==> src/rtl/programmable_clock_divider.sv <==
// programmable_clock_divider: CHANNELS independent clockIn dividers with
// shadowed divisors and mode changes taking effect only at period boundaries.
module programmable_clock_divider #(
   parameter int CHANNELS    = 4,
   parameter int WIDTH       = 16,
   parameter int DEFAULT_DIV = 24999,
   parameter int CH_BITS     = 2
) (
   input  logic                clockIn,
   input  logic                reset,
   input  logic                wrEn,
   input  logic [CH_BITS-1:0]  wrChannel,
   input  logic [WIDTH-1:0]    wrData,
   input  logic [CHANNELS-1:0] enable,
   input  logic [CHANNELS-1:0] pulseMode,
   output logic [CHANNELS-1:0] clockOut,
   output logic [CHANNELS-1:0] busy
);

   localparam logic [WIDTH-1:0] DefaultDiv = WIDTH'(DEFAULT_DIV);

   for (genvar g = 0; g < CHANNELS; g++) begin : gCh
      logic [WIDTH-1:0] counter;
      logic [WIDTH-1:0] activeDiv;
      logic [WIDTH-1:0] shadowDiv;
      logic             phase;
      logic             activeMode;
      logic             outReg;
      logic             pending;
      logic             tc;
      logic             wrHit;
      logic             nextPhase;
      logic             nextMode;

      // Out-of-range channel numbers match no generate index.
      assign wrHit     = wrEn && (32'(wrChannel) == g);
      assign tc        = enable[g] && (counter == activeDiv);
      assign nextPhase = phase ^ tc;
      // The output after TC already belongs to the new period's mode.
      assign nextMode  = tc ? pulseMode[g] : activeMode;

      always_ff @(posedge clockIn or posedge reset) begin
         if (reset) begin
            counter    <= '0;
            phase      <= 1'b0;
            activeMode <= 1'b0;
            outReg     <= 1'b0;
            pending    <= 1'b0;
            activeDiv  <= DefaultDiv;
            shadowDiv  <= DefaultDiv;
         end else if (!enable[g]) begin
            counter    <= '0;
            phase      <= 1'b0;
            outReg     <= 1'b0;
            activeMode <= pulseMode[g];
            pending    <= 1'b0;
            if (wrHit) begin
               shadowDiv <= wrData;
               activeDiv <= wrData;
            end else if (pending) begin
               activeDiv <= shadowDiv;
            end
         end else begin
            counter    <= tc ? '0 : counter + 1'b1;
            phase      <= nextPhase;
            activeMode <= nextMode;
            outReg     <= nextMode ? tc : nextPhase;
            if (tc && pending) begin
               activeDiv <= shadowDiv;
            end
            // A write on the TC edge stays pending for one more period.
            if (wrHit) begin
               shadowDiv <= wrData;
               pending   <= 1'b1;
            end else if (tc) begin
               pending   <= 1'b0;
            end
         end
      end

      assign clockOut[g] = outReg;
      assign busy[g]     = pending;
   end

endmodule

==> config.mk <==
export PLATFORM = sky130hd
export DESIGN_NAME = programmable_clock_divider
export DESIGN_NICKNAME = d
export VERILOG_FILES = /design/src/rtl/programmable_clock_divider.sv
export SDC_FILE = /design/constraint.sdc
export NUM_CORES = 1
export LEC_CHECK = 0
export CAP_MARGIN = 0
export CORE_MARGIN = 2
export CORE_UTILIZATION = 30
export DETAILED_ROUTE_END_ITERATION = 10
export GPL_ROUTABILITY_DRIVEN = 0
export SLEW_MARGIN = 20
export SYNTH_ARGS = -nofsm -noshare
export SYNTH_HDL_FRONTEND = slang
export SYNTH_SLANG_ARGS = --single-unit
==> constraint.sdc <==
create_clock -name clockIn -period 13.85 [get_ports clockIn]
set_input_delay 2.0775 -clock clockIn [delete_from_list [all_inputs] [get_ports clockIn]]
set_output_delay 2.0775 -clock clockIn [all_outputs]
set_load 0.02 [all_outputs]
# ---- Yosys cells after proc, flatten, opt, wreduce, memory -nomap -nowiden
# Cells that the tools add are included.
dict set report totals {
  register_bits 208
  out_inout_bits 8
  in_bits 29
  elab_cells 128
}
dict set report classes {
  mux 56
  add_sub_neg 4
  reduce_logical 21
  n_bitwise 4
  eq_ne 15
}
# operator count
set op_table {}
lappend op_table {{$mux W16} 24}
lappend op_table {{$add A16 B1 Y16 const B} 4}
lappend op_table {{$eq A16 B16 Y1} 4}
lappend op_table {{$mux W1} 32}
lappend op_table {{$logic_and A1 B1 Y1} 12}
lappend op_table {{$ne A3 B1 Y1 const B} 4}
lappend op_table {{$reduce_bool A3 Y1} 4}
lappend op_table {{$ne A2 B1 Y1 const B} 4}
lappend op_table {{$reduce_and A2 Y1} 4}
lappend op_table {{$eq A2 B2 Y1 const B} 2}
lappend op_table {{$xor A1 B1 Y1} 4}
lappend op_table {{$eq A2 B1 Y1 const B} 1}
lappend op_table {{$logic_not A2 Y1} 1}

# ---- Longest topological paths before layout
dict set report logic_depth {
  ltp_word 5
  mapped_depth 8
  mapped_depth_nobuf 6
}

# ---- Worst setup path after synthesis
# Ideal clock, no wire load.
dict set report synth_path {
  kind {input-to-reg}
  start {input wrChannel[0]}
  end {register gCh[2].activeDiv[3]}
  n_path_buf 2
  arrival_ns 3.572
  t_required_ns 13.725
  path_slack_ns 10.153
  path_stages 6
  setup_time_ns 0.125
  cell_sequence {nand3b_1 nor2_1 buf_2 buf_2 mux2_2 mux2_2}
}
dict set report synth_via {
  elab_chain_cells 4
  elab_cells_between_ends 6
  cone_classes {eq/ne: 1; mux: 2; reduce/logical: 3}
}
# item line
set synth_rtl {}
lappend synth_rtl {{from (decl)} 12} ;# input logic [CH_BITS-1:0] wrChannel,
lappend synth_rtl {{$eq A2 B2 Y1 *} 36} ;# assign wrHit = wrEn && (32'(wrChannel) == g);
lappend synth_rtl {{$logic_and A1 B1 Y1 *} 36}
lappend synth_rtl {{$reduce_bool A3 Y1 (no line) or $mux W16 (tied branches)} n/a}
lappend synth_rtl {{$reduce_and A2 Y1 (no line) or $mux W16 (tied branches)} n/a}
lappend synth_rtl {{to (signal assigned)} 49} ;# activeDiv <= DefaultDiv;
lappend synth_rtl {{to (signal assigned)} 59} ;# activeDiv <= wrData;
lappend synth_rtl {{to (signal assigned)} 61} ;# activeDiv <= shadowDiv;
lappend synth_rtl {{to (decl)} 24} ;# logic [WIDTH-1:0] activeDiv;
# Mark *: on every way between the ends. The rest lies on a longest branch, timed or not.
# A chain may end at the register's enable or synchronous reset.

# ---- Worst setup path in the final report
dict set report layout_path {
  start {input wrChannel[1]}
  end {register gCh[1].activeDiv[10]}
}
dict set report layout_via {
  elab_chain_cells 4
  elab_cells_between_ends 6
  cone_classes {eq/ne: 1; mux: 2; reduce/logical: 3}
}
# item line
set layout_rtl {}
lappend layout_rtl {{$eq A2 B1 Y1 *} 36}
lappend layout_rtl {{$logic_and A1 B1 Y1 *} 36}
lappend layout_rtl {{$reduce_bool A3 Y1 (no line) or $mux W16 (tied branches)} n/a}
lappend layout_rtl {{$reduce_and A2 Y1 (no line) or $mux W16 (tied branches)} n/a}
lappend layout_rtl {{to (signal assigned)} 49}
lappend layout_rtl {{to (signal assigned)} 59}
lappend layout_rtl {{to (signal assigned)} 61}
lappend layout_rtl {{to (decl)} 24}
# Marks and branches as above.

==> reports/metrics.cfg <==
[run_status]
run_status = complete, no violations

[global_route]
grt.total_usage_pct = 12.3
overflow = 0
grt_max_degree = 139
antenna_found_initial = 0
grt_pass1_vias = 6626
grt_pass1_wl_um = 35800

[placed_design]
place_hpwl_um = 14200
preCtsSetupSlack_ns = 9.06
port_buffers = 36

[timing]
final-setup-viol-count = 0
rsz0062_at_grt = no
clock_skew_ns = 0.00798
period_minus_slack_ns = 4.11
timing.fmax_mhz = 243
setup_slack_ns = 9.74
slew_headroom_pct = 36.9
hold_violations = 0
post-route-period-util_pct = 29.7
worst_pin_slew_ns = 0.946
drv_slew = 0
setup_tns_ns = 0

[routing]
wl_met2_um = 10200
routed_wl_um = 21500
drt_iter0_drc = 375
top_layer = met4
vias = 6449
dr_wl_met3_um = 753
drt-met1-wl_um = 10200
wl_per_cell_um = 15.7
route.detailed.drc = 0
drtPass1Iterations = 4
drtAntennaViolNets = 0
vias_per_cell = 4.70

[critical_path]
cp-end-kind = flip-flop
path_common_cell = mux2_2
cp_slowest_cell = nand3b_1
critPathTopFamily = simple AND/OR/NAND/NOR gates
slowest_delay_ns = 0.71
cp.buffers_inverters = 2
crit_fanout = 20
cp-start-kind = primary input
crit_chain = clkdlybuf4s50_1 > nand3b_1 > nor2_1 > buf_4 > mux2_2 > mux2_2
critPathKind = primary input to flip-flop
cp_data_required_time_ns = 14.24
r2r_slack_ns = 11.05
cp_data_arrival_time_ns = 4.50

[clock_tree]
root_buffer = clkbuf_16
cts_hold_buf = 0
clk_path_buf_depth = 3
cts_resized = 0
postCtsSetupBuffers = 0
clk_pin_slew_ns = 0.06
clock_latency_ns = 0.51
cts_sinks = 208
cts_tree = yes
cts_inserted_buffers = 24
h-tree-depth = 1

[synthesis]
async_reset_ff_share_pct = 100
syn_area_um2 = 10300
synthTopCellsByCount = mux2_2, dfrtp_1, xor2_1
yosysTopAreaCellShare_pct = 35.1
synthTopCellsByArea = dfrtp_1, mux2_2, dfstp_2
synth_flop_cell = dfrtp_1
avgSynthCellArea_um2 = 11.7
yosys.cell_types.count = 41
yosysMostFrequentCell = mux2_2
syn_nets = 910
synth_cells = 877
synth_edf_count = 0
yosysSeqAreaShare_pct = 51.5
synth_seq_cells = 208
ys_warn_count = 0
yosysTopAreaCell = dfrtp_1

[power]
switchingPower_uw = 450
comb_power_share_pct = 15.5
p_leak_uw = 0.00491
internal-power_uw = 1310
p_per_area_nw_per_um2 = 149
seqPwrFrac_pct = 48.4
peakVddDrop_mv = 0.0765
power_frac_clock_pct = 36.1
switching_share_pct = 25.5

[min_path]
hp-class = flip-flop to flip-flop

[floorplan]
die_x_um = 189
start_util_pct = 30.5
rows = 67
core_um2 = 33600
die_h_um = 189
io_pins = 37
dieArea_um2 = 35700

[final_layout]
nNetsFinal = 939
diodes = 0
drive_gt1_share_pct = 30.6
area_delta_synth_final_pct = 15.5

[job]
maxCapViolations = 0

## area by class of cell
class,instances,area (um^2)
sequential,208,5290
inverter,14,60.1
fill,3322,21800
clock buffer,39,758
tap,448,561
timing repair buffer,44,420
multi-input combinational,614,4730
clock inverter,4,47.5
## worst register-to-register path: stages, from the launching register on
cell	delay, ns
dfstp_2	0.54
xor2_1	0.07
nor4_1	0.48
nand4_2	0.56
nand2_1	0.64
mux2_2	0.39
## per-layer routing
metal  up-vias  global-route usage (%)
li1       3094                       -
met1      3258                    16.8
met2        70                    20.4
met3        27                    2.11
met4         0                    2.46
met5         -                       0
## cells by family after synthesis
family	synth area share (%)
AOI/OAI and AO/OA	3.22
xor gates and xnor gates	10.6
adders and majority gates	0.487
buffers and inverters	2.61
DFF	51.5
muxes	20.1
and+or+nand+nor	11.5
## flip-flops by register name, indices dropped and copies added (netlist names)
register	cells
gCh.phase	4
gCh.activeMode	4
gCh.activeDiv	64
gCh.outReg	4
gCh.counter	64
gCh.pending	4
gCh.shadowDiv	64
## per-stage QoR
step	total power (uW)	hold WS, ns	util (%)	cell area [um^2]	instances
global route	1850	0.509	35.3	11900	1371
global placement	1130	0.484	32.9	11000	1328
finish	1760	0.499	35.3	11900	1371
floorplan	1050	0.473	-	10300	877
detailed placement	1140	0.490	32.9	11000	1328
CTS	1790	0.503	35.3	11900	1371
## final timing paths
kind / start / to / depth (start not counted)
worst max-delay path: wrChannel[1] / gCh[1].activeDiv[10]$_DFFE_PP0P_ / 6
worst min-delay path: gCh[2].activeMode$_DFF_PP0_ / gCh[2].activeMode$_DFF_PP0_ / 1
worst max register to register: gCh[0].activeDiv[14]$_DFFE_PP1P_ / gCh[0].activeMode$_DFF_PP0_ / 5
worst min register to register: gCh[2].activeMode$_DFF_PP0_ / gCh[2].activeMode$_DFF_PP0_ / 1
max in group asynchronous: reset / gCh[1].activeMode$_DFF_PP0_ / 3
min in group asynchronous: reset / gCh[0].activeDiv[12]$_DFFE_PP0P_ / 2
## placed cells by master (no fill, tap or decap), types with 3 or more instances in the layout
cell type / instances
inv_1: 13
mux2i_1: 24
xor2_1: 92
and3_1: 11
and2_1: 10
a2111oi_0: 6
clkbuf_16: 25
nor2_1: 91
mux2_2: 162
xnor2_1: 32
dfrtp_1: 144
clkbuf_8: 8
o22ai_1: 6
nor4_1: 18
nand3_1: 24
nand2_1: 65
clkbuf_1: 6
a211oi_1: 6
nor3_1: 6
nand4_1: 13
o311a_1: 3
o21ai_0: 17
buf_4: 8
clkdlybuf4s50_1: 36
ha_1: 4
dfstp_2: 64
a21boi_0: 3
## power by group through the flow
stage | Clock [uW] | Combinational [uW] | Sequential [uW]
detailed placement | 0 | 276 | 862
finish | 636 | 274 | 853
floorplan | 0 | 227 | 826
CTS | 653 | 278 | 855
global route | 679 | 306 | 870
global placement | 0 | 267 | 860
(Power assumes the default switching activity.)
